`src/rtl/piton_dcr_noc_decoder.sv`:
```
// piton_dcr_noc_decoder: terminates NoC DCR-write requests, issues one buffer write and an ACK flit per request
module piton_dcr_noc_decoder #(
  parameter int VX_DCR_ADDR_WIDTH = 8,
  parameter int VX_DCR_DATA_WIDTH = 32,
  parameter int NOC_DATA_WIDTH = 64,
  parameter logic [7:0] MSG_TYPE_DCR_WR = 8'd35,
  parameter logic [7:0] MSG_TYPE_DCR_ACK = 8'd27
) (
  input  logic                         clk,
  input  logic                         rst,
  input  logic                         noc_in_val,
  input  logic [NOC_DATA_WIDTH-1:0]    noc_in_data,
  output logic                         noc_in_rdy,
  output logic                         noc_out_val,
  output logic [NOC_DATA_WIDTH-1:0]    noc_out_data,
  input  logic                         noc_out_rdy,
  output logic                         buffer_wr_valid,
  output logic [VX_DCR_ADDR_WIDTH-1:0] buffer_wr_addr,
  output logic [VX_DCR_DATA_WIDTH-1:0] buffer_wr_data,
  input  logic                         buffer_full,
  output logic [7:0]                   drop_count
);
  typedef enum logic [2:0] {HDR, SRC, PAY, WRITE, ACK, DRAIN} state_t;
  state_t state_q, state_d;
  logic [7:0] remaining_q, remaining_d, mshr_q, mshr_d, drop_q, drop_d;
  logic [7:0] src_x_q, src_x_d, src_y_q, src_y_d;
  logic [13:0] src_chip_q, src_chip_d;
  logic [VX_DCR_ADDR_WIDTH-1:0] addr_q, addr_d;
  logic [VX_DCR_DATA_WIDTH-1:0] data_q, data_d;
  logic [7:0] hdr_len, hdr_type, drop_inc;
  assign hdr_len = noc_in_data[29:22];
  assign hdr_type = noc_in_data[21:14];
  assign drop_inc = (drop_q == 8'hff) ? drop_q : drop_q + 8'd1;
  assign noc_in_rdy = (state_q == HDR) || (state_q == SRC) || (state_q == PAY) || (state_q == DRAIN);
  assign noc_out_val = (state_q == ACK);
  assign buffer_wr_valid = (state_q == WRITE) && !buffer_full;
  assign buffer_wr_addr = addr_q;
  assign buffer_wr_data = data_q;
  assign drop_count = drop_q;
  assign noc_out_data = noc_out_val ? NOC_DATA_WIDTH'({src_chip_q, src_x_q, src_y_q, 4'd0, 8'd0, MSG_TYPE_DCR_ACK, mshr_q, 6'd0}) : '0;
  always_comb begin
    state_d = state_q;
    remaining_d = remaining_q;
    mshr_d = mshr_q;
    drop_d = drop_q;
    src_chip_d = src_chip_q;
    src_x_d = src_x_q;
    src_y_d = src_y_q;
    addr_d = addr_q;
    data_d = data_q;
    case (state_q)
      HDR: if (noc_in_val) begin
        mshr_d = noc_in_data[13:6];
        remaining_d = hdr_len;
        if (hdr_type == MSG_TYPE_DCR_WR && hdr_len == 8'd2) state_d = SRC;
        else begin
          drop_d = drop_inc;
          state_d = (hdr_len == 8'd0) ? HDR : DRAIN;
        end
      end
      SRC: if (noc_in_val) begin
        src_chip_d = noc_in_data[63:50];
        src_x_d = noc_in_data[49:42];
        src_y_d = noc_in_data[41:34];
        state_d = PAY;
      end
      PAY: if (noc_in_val) begin
        addr_d = noc_in_data[32 +: VX_DCR_ADDR_WIDTH];
        data_d = noc_in_data[VX_DCR_DATA_WIDTH-1:0];
        state_d = WRITE;
      end
      WRITE: state_d = buffer_full ? WRITE : ACK;
      ACK: state_d = noc_out_rdy ? HDR : ACK;
      DRAIN: if (noc_in_val) begin
        remaining_d = remaining_q - 8'd1;
        state_d = (remaining_q == 8'd1) ? HDR : DRAIN;
      end
      default: state_d = HDR;
    endcase
  end
  always_ff @(posedge clk or posedge rst) begin
    if (rst) begin
      state_q <= HDR;
      remaining_q <= '0;
      mshr_q <= '0;
      drop_q <= '0;
      src_chip_q <= '0;
      src_x_q <= '0;
      src_y_q <= '0;
      addr_q <= '0;
      data_q <= '0;
    end else begin
      state_q <= state_d;
      remaining_q <= remaining_d;
      mshr_q <= mshr_d;
      drop_q <= drop_d;
      src_chip_q <= src_chip_d;
      src_x_q <= src_x_d;
      src_y_q <= src_y_d;
      addr_q <= addr_d;
      data_q <= data_d;
    end
  end
endmodule

```
`config.mk`:
```
export PLATFORM = sky130hd
export DESIGN_NAME = piton_dcr_noc_decoder
export DESIGN_NICKNAME = d
export VERILOG_FILES = /design/src/rtl/piton_dcr_noc_decoder.sv
export SDC_FILE = /design/constraint.sdc
export NUM_CORES = 1
export LEC_CHECK = 0
export ABC_CLOCK_PERIOD_IN_PS = 6400
export CAP_MARGIN = 15
export CORE_UTILIZATION = 40
export DETAILED_ROUTE_END_ITERATION = 8
export GPL_TIMING_DRIVEN = 0
export HOLD_SLACK_MARGIN = 0.08
export PLACE_DENSITY_LB_ADDON = 0.05
export REMOVE_ABC_BUFFERS = 1
export SYNTH_ARGS = -nofsm -noshare
export SYNTH_HDL_FRONTEND = slang
export SYNTH_SLANG_ARGS = --single-unit
```
`constraint.sdc`:
```
create_clock -name clk -period 6.4 [get_ports clk]
set_input_delay 1.28 -clock clk [delete_from_list [all_inputs] [get_ports clk]]
set_output_delay 1.28 -clock clk [all_outputs]
set_load 0.02 [all_outputs]
```
### After elaboration in Yosys (flattened, before gate mapping)

Cells that the tools add are included.

* register bits: 97
* bits in latches: 0
* memory bits (writable): 0
* memory bits (read-only): 0
* input bits: 69
* output and inout port bits: 115
* logic and storage cells: 55
* memories kept: 0

* $add $sub $neg: 2
* multipliers: 0
* div/mod/pow operators: 0
* magnitude comparators: 0
* equality and inequality tests: 13
* shift operators: 0
* mux-type cells: 14
* bitwise operators: 2
* reductions and logical operators: 15

Operators by type and width (number)
* two-way mux 64 bit: 1
* two-way mux 3 bit: 9
* one-hot mux 3 bit (6 select lines): 1
* two-way mux 8 bit: 2
* one-hot mux 8 bit (2 select lines): 1
* adder 8 x 1 -> 8 bit, second input constant: 1
* equality test 8 x 1 -> 1 bit, second input constant: 1
* equality test 8 x 2 -> 1 bit, second input constant: 1
* equality test 8 x 6 -> 1 bit, second input constant: 1
* equality test 8 bit, second input constant: 1
* logical NOT 8 bit: 1
* != test 2 bit, second input constant: 4
* AND reduction 4 bit: 2
* subtractor 8 x 1 -> 8 bit, second input constant: 1
* equality test 3 x 2 -> 1 bit, second input constant: 2
* equality test 3 bit, second input constant: 2
* AND reduction 2 bit: 3
* equality test 3 x 1 -> 1 bit, second input constant: 1
* logical NOT 3 bit: 1
* logical OR 1 bit: 3
* AND reduction 3 bit: 1
* logical AND 1 bit: 2
* inverter 1 bit: 2
* nonzero test 2 bit: 1
* logical NOT 1 bit: 1

### Longest topological paths before layout

* word-level depth: 5
* mapped depth: 5
* depth with buffers taken out: 5

### Worst setup path before layout

No wires, ideal clock.

* path type: register to output
* start point: register state_q[1]
* end point: output noc_out_data[54]
* arrival: 1652 ps
* data required time: 5120 ps
* setup slack: 3468 ps
* stages on the path, launching flop included: 5
* path buffers: 2
* cells stage by stage: dfrtp_1 clkbuf_1 nor3b_1 clkbuf_1 and2_1

* cells in the longest elaborated chain, start to end: 2

Ends and longest elaborated chain
* start: declaration: RTL line 24 `state_t state_q, state_d;`
* start signal: assignment: RTL line 93 `state_q <= state_d;`
* equality test 3 bit: RTL line 35 `assign noc_out_val = (state_q == ACK);`
* via noc_out_val: RTL line 14 `output logic noc_out_val,`
* two-way mux 64 bit: RTL line 40 `assign noc_out_data = noc_out_val ? NOC_DATA_WIDTH'({src_chip_q, src_x_q, src_y_q, 4'd0, 8'd0, MSG_TYPE_DCR_AC ...`
* end: declaration: RTL line 15 `output logic [NOC_DATA_WIDTH-1:0] noc_out_data,`

The timed path passes the listed nets, and every way through them passes these cells.

### Worst setup path after layout

* start point: input buffer_full
* end point: output buffer_wr_valid

* cells in the longest elaborated chain, start to end: 2

Ends and longest elaborated chain
* start: declaration: RTL line 20 `input logic buffer_full,`
* logical NOT 1 bit: RTL line 36 `assign buffer_wr_valid = (state_q == WRITE) && !buffer_full;`
* logical AND 1 bit: RTL line 36
* end: declaration: RTL line 17 `output logic buffer_wr_valid,`

No other way between the ends.

==> flow_summary.json <==
{
  "preCtsSetupSlack_ns": 2.48,
  "cts_hold_buf": 0,
  "rsz0062_at_grt": "false",
  "ys_types": 45,
  "async_reset_ff_share_pct": 100,
  "drc": 0,
  "detail-route-antenna-nets": 0,
  "cts-resized-gates": 0,
  "reg2reg_depth": 5,
  "drv_cap": 0,
  "synth_top_cell_by_area": "dfrtp_1",
  "initial_core_util_pct": 41.7,
  "overflow": 0,
  "holdPathEnd": "mshr_q[5]$_DFFE_PP0P_",
  "dp_hpwl_mm": 7.40,
  "power.density_nw_per_um2": 477,
  "drive_gt1_share_pct": 18.2,
  "synth_edf_count": 0,
  "whs_ns": 0.469,
  "synth_area_sq_um": 4580,
  "worst_slew_pin_slew_ns": 1.13,
  "clockRootBuffer": "clkbuf_16",
  "coreArea_sq_um": 11000,
  "clk-insertion-delay-late_ns": 0.34,
  "fillers": 949,
  "worstReg2RegStart": "state_q[1]$_DFFE_PP0P_",
  "ys.flop_type": "dfrtp_1",
  "antennaDiodeCount": 0,
  "final_cell_mix": "clkdlybuf4s50_1, dfrtp_1, mux2_2",
  "ys.warnings.count": 0,
  "fin_tns_setup_ns": 0,
  "hold_violations": 0,
  "cts-htree-levels": 3,
  "numPortBuffers": 161,
  "leakagePower_nw": 2.77,
  "row_count": 38,
  "setup.worst_path.class": "primary input to output port",
  "dr.pass1.iters": 4,
  "r2r-end": "src_x_q[5]$_DFFE_PP0P_",
  "design_area_sq_um": 6560,
  "utilization_pct": 59.8,
  "setup_ws_ns": 2.48,
  "ios": 184,
  "final_max_slew_viol_count": 0,
  "syn_inst": 383,
  "clock-sinks": 97,
  "initialDrtViolationCount": 137,
  "dieArea_sq_um": 11900,
  "final_common_cell": "clkdlybuf4s50_1",
  "routabilityCongestion": 0.769,
  "rrSetupSlack_ns": 4.13,
  "synth_top_cell_area_share_pct": 53.0,
  "setup_viol": 0,
  "crit_path_end_kind": "output port",
  "path_clk_slew_ns": 0.06,
  "grt_max_degree": 52,
  "skew_ns": 0.00757,
  "fp.dieH_um": 109,
  "grt_usage_pct": 18.0,
  "wire_per_inst_um": 15.1,
  "cp-start-kind": "primary input",
  "cp_data_required_time_ns": 5.12,
  "viasPerCell": 4.88,
  "grt_pass1_wl_mm": 16.5,
  "final_net_count": 611,
  "hp-class": "flop to flop",
  "hold_depth": 2,
  "min-delay-start": "mshr_q[5]$_DFFE_PP0P_",
  "grt_pass1_vias": 3292,
  "die_w_um": 109,
  "slew_headroom_pct": 24.9,
  "route.vias.total": 3336,
  "synth_area_leaders": "dfrtp_1, mux2_2, and2_1",
  "critPathMaxFanout": 2,
  "cts_tree": "yes",
  "yosysSeqAreaShare_pct": 53.0,
  "peakVddDrop_uv": 239,
  "wl_mm": 10.3,
  "fin_crit_ns": 3.92,
  "ys_seq_elements": 97,
  "outcome": "complete, no violations",
  "fin_crit_sh_pct": 61.2,
  "place_area_sq_um": 6280,
  "numCtsBuffers": 9,
  "cp.arrival_ns": 2.64,
  "areaGrowthSynthToFinish_pct": 43.2,
  "cts.path.max_buffers": 2,
  "antenna_found_initial": 0,
  "fmax_mhz": 255,
  "postCtsSetupBuffers": 0,
  "avgSynthCellArea_sq_um": 12.0
}
flip-flops by register name (all words and copies together), names as in the netlist:
name	count
buffer_wr_addr	8
buffer_wr_data	32
drop_count	8
mshr_q	8
remaining_q	8
src_chip_q	14
src_x_q	8
src_y_q	8
state_q	3
kinds of logic after synthesis:
logic type / Yosys count / share of synthesized area [%]
flip-flops: 97 / 53.0
buffers and inverters: 50 / 6.53
XOR/XNOR: 8 / 1.53
multiplexers: 74 / 18.2
adder cells (fa/ha/maj): 3 / 0.819
AND/OR/NAND/NOR: 120 / 14.8
AO/OA/AOI/OAI: 30 / 5.08
other: 1 / 0.0818
metrics by stage:
stage | power, mW | cells
finish | 3.13 | 683
global route | 3.34 | 683
CTS | 3.17 | 683
detailed placement | 2.65 | 668
global placement | 2.58 | 661
floorplan | 1.95 | 360
synth_stat cells, types with 2 or more instances:
| library cell | n |
|---|---|
| a21oi_1 | 4 |
| nand3b_1 | 3 |
| a31oi_1 | 2 |
| nor4b_1 | 2 |
| inv_1 | 6 |
| dfrtp_1 | 97 |
| mux2i_1 | 2 |
| mux2_1 | 4 |
| or4_1 | 2 |
| nor2_1 | 7 |
| and2_1 | 40 |
| a2bb2oi_1 | 3 |
| a32oi_1 | 3 |
| nand4_1 | 2 |
| nor3_1 | 4 |
| nor4_1 | 2 |
| clkbuf_1 | 7 |
| nand2_1 | 38 |
| buf_4 | 26 |
| buf_2 | 11 |
| ha_1 | 3 |
| o211ai_1 | 8 |
| nand3_1 | 4 |
| nor3b_1 | 3 |
| mux2_2 | 67 |
| o21ai_0 | 4 |
| and4_1 | 2 |
| and3_1 | 3 |
| xnor2_1 | 8 |
report_power, final:
group / internal, mW / switching (mW)
registers: 0.911 / 0.196
logic: 0.807 / 0.707
clock network: 0.291 / 0.220
total: 2.01 / 1.12
critical path, cell delays in order:
cell	delay [ns]
clkdlybuf4s50_1	0.43
nor2_1	0.12
and3_1	0.17
clkdlybuf4s50_1	0.63
routing by layer:
layer | vias to the layer above | global-route usage (%) | wire [um]
met5 | - | 0 | 0
met4 | 0 | 6.37 | 128
met3 | 11 | 4.24 | 808
met2 | 140 | 29.3 | 4850
met1 | 1590 | 23.4 | 4540
li1 | 1595 | - | -
area by class of cell:
cell class	instances	area [sq um]	area share (%)
tap	140	175	2.67
clock buffer	12	267	4.06
timing repair buffer	168	1700	25.9
clock inverter	3	15.0	0.229
inverter	6	25.0	0.381
sequential	97	2430	37.0
multi-input combinational	257	1950	29.7
how the worst max path moves through the flow:
stage | from | to
2_1_floorplan | state_q[2]$_DFFE_PP0P_ | noc_out_data[10]
3_3_place_gp | noc_in_val | src_y_q[7]$_DFFE_PP0P_
3_5_place_dp | buffer_full | buffer_wr_valid
4_1_cts | buffer_full | buffer_wr_valid
5_1_grt | buffer_full | buffer_wr_valid
6_report | buffer_full | buffer_wr_valid
No activity file was read; power rests on OpenSTA's default activity.
